===== config.mk =====
export PLATFORM = sky130hd
export DESIGN_NAME = p4_router_ing_policer_flat
export DESIGN_NICKNAME = d
export VERILOG_FILES = /design/src/rtl/p4_router_pkg.sv /design/src/rtl/AXIS_int.sv /design/src/rtl/p4_router_token_bucket.sv /design/src/rtl/p4_router_ing_policer.sv /design/src/flat_wrapper.sv
export SDC_FILE = /design/constraint.sdc
export NUM_CORES = 1
export LEC_CHECK = 0
export CORE_AREA = 2 2 533 535
export CTS_CLUSTER_DIAMETER = 50
export CTS_CLUSTER_SIZE = 25
export DETAILED_ROUTE_END_ITERATION = 8
export DIE_AREA = 0 0 535 537
export SLEW_MARGIN = 25
export SYNTH_ARGS = -nofsm -noshare
export SYNTH_HDL_FRONTEND = slang
export SYNTH_HIERARCHICAL = 1
export SYNTH_SLANG_ARGS = --single-unit

===== constraint.sdc =====
create_clock -name clk -period 79.9 [get_ports clk]
set_input_delay 15.98 -clock clk [delete_from_list [all_inputs] [get_ports clk]]
set_output_delay 15.98 -clock clk [all_outputs]
set_load 0.01 [all_outputs]

===== src/rtl/p4_router_pkg.sv =====
// Shared types and helpers for the p4_router ingress datapath.
// Holds the policer token type and the tkeep byte counter.
package p4_router_pkg;

    localparam int POLICER_TOKEN_WIDTH = 24;
    localparam int KEEP_MAX            = 128;

    typedef logic signed [POLICER_TOKEN_WIDTH-1:0] policer_token_t;

    // Number of valid bytes in a beat; callers zero-extend tkeep to KEEP_MAX.
    function automatic logic [7:0] keep_popcount(input logic [KEEP_MAX-1:0] keep);
        logic [7:0] n;
        n = '0;
        for (int i = 0; i < KEEP_MAX; i++) begin
            n = n + 8'(keep[i]);
        end
        return n;
    endfunction

endpackage


===== src/rtl/AXIS_int.sv =====
// AXI-Stream bundle used on the converged ingress bus.
// Master drives payload and tvalid, Slave drives tready.
interface AXIS_int #(
    parameter int DATA_BYTES = 64,
    parameter int USER_W     = 8
);
    logic                    tvalid;
    logic                    tready;
    logic [DATA_BYTES*8-1:0] tdata;
    logic [DATA_BYTES-1:0]   tkeep;
    logic                    tlast;
    logic [USER_W-1:0]       tuser;

    modport Master (output tvalid, tdata, tkeep, tlast, tuser, input tready);
    modport Slave  (input tvalid, tdata, tkeep, tlast, tuser, output tready);
endinterface


===== src/rtl/p4_router_token_bucket.sv =====
// One signed token bucket: refill with ceiling, byte debit with floor.
// A disabled bucket is parked at its burst size.
module p4_router_token_bucket #(
    parameter int TOKEN_WIDTH = 24,
    parameter int BYTES_W     = 7
) (
    input  logic                   clk,
    input  logic                   aresetn,
    input  logic                   refill_tick,
    input  logic [TOKEN_WIDTH-2:0] rate,
    input  logic [TOKEN_WIDTH-2:0] burst,
    input  logic                   debit_valid,
    input  logic [BYTES_W-1:0]     debit_bytes,
    input  logic                   enable,
    output logic                   negative
);
    localparam logic signed [TOKEN_WIDTH:0] FLOOR = {2'b11, {(TOKEN_WIDTH-1){1'b0}}};

    logic signed [TOKEN_WIDTH-1:0] bucket_q, bucket_d;
    logic signed [TOKEN_WIDTH:0]   sum, burst_x;

    // Refill and debit combine in one extra bit so the clamps see the true value.
    always_comb begin
        burst_x = {2'b00, burst};
        sum     = {bucket_q[TOKEN_WIDTH-1], bucket_q};
        if (refill_tick) begin
            sum = sum + {2'b00, rate};
        end
        if (debit_valid) begin
            sum = sum - {{(TOKEN_WIDTH+1-BYTES_W){1'b0}}, debit_bytes};
        end
        if (refill_tick && (sum > burst_x)) begin
            sum = burst_x;
        end
        if (sum < FLOOR) begin
            sum = FLOOR;
        end
        bucket_d = enable ? sum[TOKEN_WIDTH-1:0] : {1'b0, burst};
    end

    // Bucket state; empties on reset.
    always_ff @(posedge clk or negedge aresetn) begin
        if (!aresetn) begin
            bucket_q <= '0;
        end else begin
            bucket_q <= bucket_d;
        end
    end

    assign negative = bucket_q[TOKEN_WIDTH-1];

endmodule


===== src/rtl/p4_router_ing_policer.sv =====
// Per-port token-bucket policer on the ingress bus, one register slice deep.
// Whole packets are forwarded or dropped on the bucket sign seen at SOP.
// Optional drop statistics: define P4_ROUTER_ING_POLICER_STATS_EN.
module p4_router_ing_policer
    import p4_router_pkg::*;
#(
    parameter int NUM_ING_PHYS_PORTS = 4,
    parameter int TOKEN_WIDTH        = POLICER_TOKEN_WIDTH,
    parameter int REFILL_PERIOD      = 256,
    parameter int DATA_BYTES         = 64,
    parameter int USER_W             = 8
) (
    input  logic                                          clk,
    input  logic                                          aresetn,
    AXIS_int.Slave                                        ing_bus_in,
    AXIS_int.Master                                       ing_bus_out,
    input  logic [NUM_ING_PHYS_PORTS-1:0]                 policer_enable,
    input  logic [NUM_ING_PHYS_PORTS-1:0][TOKEN_WIDTH-2:0] refill_rate,
    input  logic [NUM_ING_PHYS_PORTS-1:0][TOKEN_WIDTH-2:0] burst_size,
`ifdef P4_ROUTER_ING_POLICER_STATS_EN
    input  logic [NUM_ING_PHYS_PORTS-1:0]                 stats_clear,
    output logic [NUM_ING_PHYS_PORTS-1:0][31:0]           drop_pkt_cnt,
    output logic [NUM_ING_PHYS_PORTS-1:0][31:0]           drop_byte_cnt,
`endif
    output logic [NUM_ING_PHYS_PORTS-1:0]                 pkt_drop_pulse
);
    localparam int NP        = NUM_ING_PHYS_PORTS;
    localparam int PORT_W    = (NP > 1) ? $clog2(NP) : 1;
    localparam int PORT_SPAN = 1 << PORT_W;
    localparam int BYTES_W   = $clog2(DATA_BYTES + 1);
    localparam int CNT_W     = (REFILL_PERIOD > 1) ? $clog2(REFILL_PERIOD) : 1;

    logic [CNT_W-1:0]        refill_cnt_q, refill_cnt_d;
    logic                    refill_tick;
    logic                    in_pkt_q, drop_cur_q, port_ok_q, out_tvalid_q;
    logic [PORT_W-1:0]       port_q, in_port, cur_port;
    logic                    cur_ok, cur_drop;
    logic                    in_tready, accept, sop, fwd;
    logic [BYTES_W-1:0]      beat_bytes;
    logic [NP-1:0]           bucket_neg, debit_valid, drop_pulse_d, pkt_drop_pulse_q;
    logic [PORT_SPAN-1:0]    neg_ext, en_ext;
    logic [DATA_BYTES*8-1:0] out_tdata_q;
    logic [DATA_BYTES-1:0]   out_tkeep_q;
    logic                    out_tlast_q;
    logic [USER_W-1:0]       out_tuser_q;

    genvar gi;

    // Handshake, SOP detection and the drop decision (fresh at SOP, latched after).
    always_comb begin
        in_tready    = !out_tvalid_q || ing_bus_out.tready;
        accept       = ing_bus_in.tvalid && in_tready;
        sop          = accept && !in_pkt_q;
        in_port      = ing_bus_in.tuser[PORT_W-1:0];
        beat_bytes   = BYTES_W'(keep_popcount(KEEP_MAX'(ing_bus_in.tkeep)));
        refill_tick  = (refill_cnt_q == CNT_W'(REFILL_PERIOD - 1));
        refill_cnt_d = refill_tick ? '0 : refill_cnt_q + 1'b1;
        if (!in_pkt_q) begin
            cur_port = in_port;
            cur_ok   = int'(in_port) < NP;
            cur_drop = cur_ok && en_ext[in_port] && neg_ext[in_port];
        end else begin
            cur_port = port_q;
            cur_ok   = port_ok_q;
            cur_drop = drop_cur_q;
        end
        fwd = accept && !cur_drop;
        for (int p = 0; p < NP; p++) begin
            debit_valid[p]  = fwd && cur_ok && (int'(cur_port) == p);
            drop_pulse_d[p] = sop && cur_drop && (int'(cur_port) == p);
        end
    end

    // Pad per-port flags to the full index range so out-of-range ports read as 0.
    for (gi = 0; gi < PORT_SPAN; gi++) begin : g_ext
        if (gi < NP) begin : g_real
            assign neg_ext[gi] = bucket_neg[gi];
            assign en_ext[gi]  = policer_enable[gi];
        end else begin : g_pad
            assign neg_ext[gi] = 1'b0;
            assign en_ext[gi]  = 1'b0;
        end
    end

    for (gi = 0; gi < NP; gi++) begin : g_port
        p4_router_token_bucket #(
            .TOKEN_WIDTH (TOKEN_WIDTH),
            .BYTES_W     (BYTES_W)
        ) u_bucket (
            .clk         (clk),
            .aresetn     (aresetn),
            .refill_tick (refill_tick),
            .rate        (refill_rate[gi]),
            .burst       (burst_size[gi]),
            .debit_valid (debit_valid[gi]),
            .debit_bytes (beat_bytes),
            .enable      (policer_enable[gi]),
            .negative    (bucket_neg[gi])
        );
    end

    // Refill timer, packet state and output-slice valid.
    always_ff @(posedge clk or negedge aresetn) begin
        if (!aresetn) begin
            refill_cnt_q     <= '0;
            in_pkt_q         <= 1'b0;
            drop_cur_q       <= 1'b0;
            port_q           <= '0;
            port_ok_q        <= 1'b0;
            out_tvalid_q     <= 1'b0;
            pkt_drop_pulse_q <= '0;
        end else begin
            refill_cnt_q     <= refill_cnt_d;
            pkt_drop_pulse_q <= drop_pulse_d;
            if (accept) begin
                in_pkt_q   <= !ing_bus_in.tlast;
                drop_cur_q <= cur_drop;
                port_q     <= cur_port;
                port_ok_q  <= cur_ok;
            end
            if (in_tready) begin
                out_tvalid_q <= fwd;
            end
        end
    end

    // Output-slice payload; only qualified by tvalid, so no reset needed.
    always_ff @(posedge clk) begin
        if (in_tready && fwd) begin
            out_tdata_q <= ing_bus_in.tdata;
            out_tkeep_q <= ing_bus_in.tkeep;
            out_tlast_q <= ing_bus_in.tlast;
            out_tuser_q <= ing_bus_in.tuser;
        end
    end

    assign ing_bus_in.tready  = in_tready;
    assign ing_bus_out.tvalid = out_tvalid_q;
    assign ing_bus_out.tdata  = out_tdata_q;
    assign ing_bus_out.tkeep  = out_tkeep_q;
    assign ing_bus_out.tlast  = out_tlast_q;
    assign ing_bus_out.tuser  = out_tuser_q;
    assign pkt_drop_pulse     = pkt_drop_pulse_q;

`ifdef P4_ROUTER_ING_POLICER_STATS_EN
    for (gi = 0; gi < NP; gi++) begin : g_stats
        logic [31:0] pkt_cnt_q, byte_cnt_q;
        logic [32:0] byte_sum;
        logic        drop_beat;

        assign drop_beat = accept && cur_drop && (int'(cur_port) == gi);
        assign byte_sum  = {1'b0, byte_cnt_q} + 33'(beat_bytes);

        // Saturating drop counters; a clear beats a same-cycle increment.
        always_ff @(posedge clk or negedge aresetn) begin
            if (!aresetn) begin
                pkt_cnt_q  <= '0;
                byte_cnt_q <= '0;
            end else if (stats_clear[gi]) begin
                pkt_cnt_q  <= '0;
                byte_cnt_q <= '0;
            end else begin
                if (drop_pulse_d[gi] && (pkt_cnt_q != '1)) begin
                    pkt_cnt_q <= pkt_cnt_q + 1'b1;
                end
                if (drop_beat) begin
                    byte_cnt_q <= byte_sum[32] ? '1 : byte_sum[31:0];
                end
            end
        end

        assign drop_pkt_cnt[gi]  = pkt_cnt_q;
        assign drop_byte_cnt[gi] = byte_cnt_q;
    end
`endif

endmodule


===== src/flat_wrapper.sv =====
// flat-port wrapper written by rule: the top's interface ports become plain ports
module p4_router_ing_policer_flat import p4_router_pkg::*;
#(
    parameter int NUM_ING_PHYS_PORTS = 4,
    parameter int TOKEN_WIDTH        = POLICER_TOKEN_WIDTH,
    parameter int REFILL_PERIOD      = 256,
    parameter int DATA_BYTES         = 64,
    parameter int USER_W             = 8
)
  (clk, aresetn, policer_enable, refill_rate, burst_size, pkt_drop_pulse, ing_bus_in_tvalid, ing_bus_in_tdata, ing_bus_in_tkeep, ing_bus_in_tlast, ing_bus_in_tuser, ing_bus_in_tready, ing_bus_out_tvalid, ing_bus_out_tdata, ing_bus_out_tkeep, ing_bus_out_tlast, ing_bus_out_tuser, ing_bus_out_tready);
  AXIS_int #(.DATA_BYTES(DATA_BYTES), .USER_W(USER_W)) ing_bus_in_i ();
  AXIS_int #(.DATA_BYTES(DATA_BYTES), .USER_W(USER_W)) ing_bus_out_i ();
  input  logic clk;
  input  logic aresetn;
  input  logic [NUM_ING_PHYS_PORTS-1:0] policer_enable;
  input  logic [NUM_ING_PHYS_PORTS-1:0][TOKEN_WIDTH-2:0] refill_rate;
  input  logic [NUM_ING_PHYS_PORTS-1:0][TOKEN_WIDTH-2:0] burst_size;
  output logic [NUM_ING_PHYS_PORTS-1:0] pkt_drop_pulse;
  input wire logic [$bits(ing_bus_in_i.tvalid)-1:0] ing_bus_in_tvalid;
  input wire logic [$bits(ing_bus_in_i.tdata)-1:0] ing_bus_in_tdata;
  input wire logic [$bits(ing_bus_in_i.tkeep)-1:0] ing_bus_in_tkeep;
  input wire logic [$bits(ing_bus_in_i.tlast)-1:0] ing_bus_in_tlast;
  input wire logic [$bits(ing_bus_in_i.tuser)-1:0] ing_bus_in_tuser;
  output wire logic [$bits(ing_bus_in_i.tready)-1:0] ing_bus_in_tready;
  output wire logic [$bits(ing_bus_out_i.tvalid)-1:0] ing_bus_out_tvalid;
  output wire logic [$bits(ing_bus_out_i.tdata)-1:0] ing_bus_out_tdata;
  output wire logic [$bits(ing_bus_out_i.tkeep)-1:0] ing_bus_out_tkeep;
  output wire logic [$bits(ing_bus_out_i.tlast)-1:0] ing_bus_out_tlast;
  output wire logic [$bits(ing_bus_out_i.tuser)-1:0] ing_bus_out_tuser;
  input wire logic [$bits(ing_bus_out_i.tready)-1:0] ing_bus_out_tready;
  assign ing_bus_in_i.tvalid = ing_bus_in_tvalid;
  assign ing_bus_in_i.tdata = ing_bus_in_tdata;
  assign ing_bus_in_i.tkeep = ing_bus_in_tkeep;
  assign ing_bus_in_i.tlast = ing_bus_in_tlast;
  assign ing_bus_in_i.tuser = ing_bus_in_tuser;
  assign ing_bus_in_tready = ing_bus_in_i.tready;
  assign ing_bus_out_tvalid = ing_bus_out_i.tvalid;
  assign ing_bus_out_tdata = ing_bus_out_i.tdata;
  assign ing_bus_out_tkeep = ing_bus_out_i.tkeep;
  assign ing_bus_out_tlast = ing_bus_out_i.tlast;
  assign ing_bus_out_tuser = ing_bus_out_i.tuser;
  assign ing_bus_out_i.tready = ing_bus_out_tready;
  p4_router_ing_policer #(.NUM_ING_PHYS_PORTS(NUM_ING_PHYS_PORTS), .TOKEN_WIDTH(TOKEN_WIDTH), .REFILL_PERIOD(REFILL_PERIOD), .DATA_BYTES(DATA_BYTES), .USER_W(USER_W)) u_core (.clk(clk), .aresetn(aresetn), .ing_bus_in(ing_bus_in_i), .ing_bus_out(ing_bus_out_i), .policer_enable(policer_enable), .refill_rate(refill_rate), .burst_size(burst_size), .pkt_drop_pulse(pkt_drop_pulse));
endmodule

==> impl_metrics.yaml <==
cts:
  cts.clk_slew.worst_paths_ps: 50
  tritoncts: "yes"
  cts-buffers-inserted: 148
  cts_htree_levels: 4
  cts_root_buffer: "sky130_fd_sc_hd__clkbuf_16"
  tritoncts_num_sinks: 699
  postCtsHoldBufs: 0
  postCtsSetupRepairBufs: 0
  clk-insertion-delay-late_ps: 830
  cts_repair_resize_count: 0
  clockBufferDepth: 4
floorplanning:
  io_count: 1368
  die_y_um: 537
  rows: 195
  initial_core_util: 0.133
  placeable_area_sq_mm: 0.281
  die_area_sq_mm: 0.287
  die_w_um: 535
logic_synthesis:
  post_synth_instance_area_sq_mm: 0.0374
  number_of_enable_flip_flop_cells_after_synthesis: 585
  yosysWarnings: 6
  count_of_unique_library_cells_instantiated_by_yosys: 114
  postSynthCellCount: 3063
  ys_async_sr_fraction: 0.163
  synth_fp_nets: 4130
  ys_seq_area_frac: 0.545
  ys.flop_type: "sky130_fd_sc_hd__edfxtp_1"
  synth_seq_cells: 699
  avgSynthCellArea_sq_um: 12.2
cells_and_area:
  area.sequential_sq_mm: 0.0204
  post-route-cell-area_sq_mm: 0.0608
  multi_input_area_sq_mm: 0.0155
  layout_utilization: 0.216
  final_layout_size_suffix_gt1_frac: 0.103
  area_growth_syn_to_layout_pct: 62.4
  fillers: 30000
  nets: 5585
grt:
  via_count_of_the_first_global_routing_pass: 33000
  grt_overflow_total: 0
  initial_antenna_violation_count: 286
  grt_max_degree: 164
  globalRouteTotalUtil: 0.209
  first_pass_grt_wire_length_um: 381000
power_and_ir_drop:
  vdd.ir_drop.worst_v: 0.000283
  pwr_per_cell_area_mw_per_mm2: 60.3
  cellLeakagePower_uw: 0.0224
detailed_routing:
  drt-wirelength-per-cell_um: 37.0
  initial_drc_count: 3182
  avgViaCountPerCell: 4.04
  routed-via-count: 34100
  antenna_left: 0
  dr.pass1.iters: 6
  routed_wirelength_um: 313000
  remaining_drc_errors: 0
place:
  postPlaceCellArea_sq_mm: 0.0556
  buffer_ports.inserted: 1367
  hpwlAfterDp_um: 272000
  final_estimated_routing_congestion_in_global_placement: 0.928
timing:
  finalClockSkew_ps: 86.6
  layout_worst_path_cycle_share: 0.416
  post-route-min-period_ps: 33280
  final_slew_viol_count: 0
  finalHoldViolCount: 0
  grt_setup_unrepaired: "no"
  finalSetupViolCount: 0
  worstMarginPinSlew_ps: 1120
  relSlewSlack: 0.253
  fmax_mhz: 30.1
  fin_setup_tns_ps: 0
worst_setup_path:
  worst_ep_required_time_ps: 63920
  arrival_ps: 17300
  timing.critical_path.from_type: "primary input"
  worstPathMaxFanout: 7
  worstSetupPathType: "primary input to output pin"
  cp-end-kind: "output pin"
worst_hold_path:
  holdCritPathClass: "flop to flop"
job:
  max_cap_violations: 0
run_status:
  outcome: "complete, no violations"
==> layout by cell type (no fill, tap or decap), types with 25 or more instances in the layout <==
| master | synthesis | routed |
|---|---|---|
| sky130_fd_sc_hd__a211oi_1 | 29 | 29 |
| sky130_fd_sc_hd__a21o_1 | 52 | 52 |
| sky130_fd_sc_hd__a21oi_1 | 165 | 164 |
| sky130_fd_sc_hd__a21oi_2 | 39 | 39 |
| sky130_fd_sc_hd__and2_1 | 25 | 25 |
| sky130_fd_sc_hd__buf_4 | 9 | 29 |
| sky130_fd_sc_hd__clkbuf_16 | 0 | 148 |
| sky130_fd_sc_hd__clkdlybuf4s50_1 | 0 | 1366 |
| sky130_fd_sc_hd__dfrtp_1 | 114 | 114 |
| sky130_fd_sc_hd__diode_2 | 0 | 62 |
| sky130_fd_sc_hd__edfxtp_1 | 585 | 585 |
| sky130_fd_sc_hd__fa_1 | 62 | 62 |
| sky130_fd_sc_hd__ha_1 | 228 | 228 |
| sky130_fd_sc_hd__inv_1 | 294 | 294 |
| sky130_fd_sc_hd__inv_6 | 0 | 25 |
| sky130_fd_sc_hd__mux2_2 | 42 | 42 |
| sky130_fd_sc_hd__mux2i_1 | 46 | 46 |
| sky130_fd_sc_hd__nand2_1 | 180 | 180 |
| sky130_fd_sc_hd__nand2b_1 | 33 | 33 |
| sky130_fd_sc_hd__nand3_1 | 82 | 82 |
| sky130_fd_sc_hd__nand4_1 | 55 | 55 |
| sky130_fd_sc_hd__nor2_1 | 124 | 123 |
| sky130_fd_sc_hd__nor2b_1 | 59 | 59 |
| sky130_fd_sc_hd__nor3_1 | 59 | 58 |
| sky130_fd_sc_hd__o211ai_1 | 33 | 33 |
| sky130_fd_sc_hd__o21a_1 | 46 | 46 |
| sky130_fd_sc_hd__o21ai_0 | 103 | 103 |
| sky130_fd_sc_hd__o21ai_1 | 33 | 33 |
| sky130_fd_sc_hd__xnor2_1 | 88 | 87 |
| sky130_fd_sc_hd__xor2_1 | 34 | 33 |
==> synthesized netlist by cell type, types with 10 or more instances <==
master,n,area share
sky130_fd_sc_hd__ha_1,228,0.076
sky130_fd_sc_hd__nand2b_1,33,0.0055
sky130_fd_sc_hd__o31ai_1,17,0.0034
sky130_fd_sc_hd__nand3b_1,10,0.0020
sky130_fd_sc_hd__a31oi_1,15,0.0025
sky130_fd_sc_hd__o21ai_1,33,0.0044
sky130_fd_sc_hd__dfrtp_1,114,0.076
sky130_fd_sc_hd__clkbuf_1,39,0.0039
sky130_fd_sc_hd__a211oi_2,13,0.0043
sky130_fd_sc_hd__nor2b_1,59,0.0099
sky130_fd_sc_hd__nand2_1,180,0.018
sky130_fd_sc_hd__o21a_1,46,0.0092
sky130_fd_sc_hd__a21oi_1,165,0.022
sky130_fd_sc_hd__nor2_1,124,0.012
sky130_fd_sc_hd__buf_6,10,0.0030
sky130_fd_sc_hd__or3_1,16,0.0027
sky130_fd_sc_hd__nor4_1,17,0.0028
sky130_fd_sc_hd__nand3_1,82,0.011
sky130_fd_sc_hd__xnor2_1,88,0.021
sky130_fd_sc_hd__xor2_1,34,0.0080
sky130_fd_sc_hd__nand4_1,55,0.0092
sky130_fd_sc_hd__o21ai_0,103,0.014
sky130_fd_sc_hd__a21o_1,52,0.010
sky130_fd_sc_hd__mux2_2,42,0.013
sky130_fd_sc_hd__edfxtp_1,585,0.47
sky130_fd_sc_hd__a21oi_2,39,0.0091
sky130_fd_sc_hd__a211oi_1,29,0.0058
sky130_fd_sc_hd__buf_2,26,0.0035
sky130_fd_sc_hd__and4_1,14,0.0033
sky130_fd_sc_hd__nor3_1,59,0.0079
sky130_fd_sc_hd__mux2i_1,46,0.012
sky130_fd_sc_hd__o32ai_2,13,0.0056
sky130_fd_sc_hd__and3_1,14,0.0023
sky130_fd_sc_hd__fa_1,62,0.033
sky130_fd_sc_hd__inv_1,294,0.029
sky130_fd_sc_hd__o211ai_1,33,0.0066
sky130_fd_sc_hd__and2_1,25,0.0042
==> critical path, cell delays in order <==
cell and delay, ps:
sky130_fd_sc_hd__clkdlybuf4s50_1 460, sky130_fd_sc_hd__nand2b_1 250, sky130_fd_sc_hd__clkdlybuf4s50_1 600
==> through the flow <==
step / setup WS (ps) / total power, uW / hold WS [ps] / std cells
after floorplan: 33510 / 2100 / 436 / 3063
after global placement: 46630 / 2920 / 454 / 8110
after detailed placement: 46640 / 3010 / 454 / 8110
after CTS: 46640 / 3680 / 469 / 8378
after global routing: 46590 / 3910 / 502 / 8400
final: 46620 / 3660 / 470 / 8441
==> sequential cells by signal (all words and copies together), names as in the netlist, 2 cells and up <==
name and flops:
u_core/g_port.u_bucket/bucket_q 96, u_core/ing_bus_out.tdata 512, u_core/ing_bus_out.tkeep 64, u_core/ing_bus_out.tuser 8
u_core/pkt_drop_pulse 4, u_core/port_q 2, u_core/refill_cnt_q 8
==> cells by family after synthesis <==
kind of cell	count (synthesis)	synth area share
flip-flops	699	0.545
AO/OA/AOI/OAI	730	0.142
multiplexers	90	0.0261
AND/OR/NAND/NOR	738	0.105
adder cells (fa/ha/maj)	290	0.109
buffers and inverters	394	0.0434
XOR/XNOR	122	0.0285
==> final timing paths <==
check,start,to,slack [ps],cells past startpoint
setup / recovery,ing_bus_out_tready,ing_bus_in_tready,46620,3
hold / removal,u_core/port_ok_q,u_core/port_ok_q,470,1
setup reg to reg,u_core/refill_cnt_q[0],u_core/g_port[3].u_bucket/bucket_q[1],71680,27
hold reg to reg,u_core/port_ok_q,u_core/port_ok_q,470,1
max in group asynchronous,aresetn,u_core/g_port[1].u_bucket/bucket_q[16],63120,2
min in group asynchronous,aresetn,u_core/g_port[3].u_bucket/bucket_q[15],15340,1
==> routing by layer <==
layer | GRT usage | routed length (um) | vias up
li1 | - | - | 14500
met1 | 0.222 | 110000 | 16800
met2 | 0.341 | 144000 | 2022
met3 | 0.102 | 38200 | 628
met4 | 0.114 | 20000 | 114
met5 | 0 | 764 | -
==> area by class of cell <==
| type | instances | share of cell area |
|---|---|---|
| inverter | 300 | 0.0185 |
| sequential | 699 | 0.336 |
| clock buffer | 159 | 0.0619 |
| tap | 3743 | 0.0770 |
| antenna | 62 | 0.00255 |
| multi-input combinational | 1970 | 0.254 |
| timing repair buffer | 1399 | 0.230 |
| clock inverter | 109 | 0.0201 |
==> power by group <==
part           switching (uW)  leakage, uW  internal, uW
Sequential               23.8      0.00697           439
Clock                     249      0.00241           383
Combinational            1560       0.0130          1010
Total                    1840       0.0224          1830
Power figures use the tool's default switching activity.
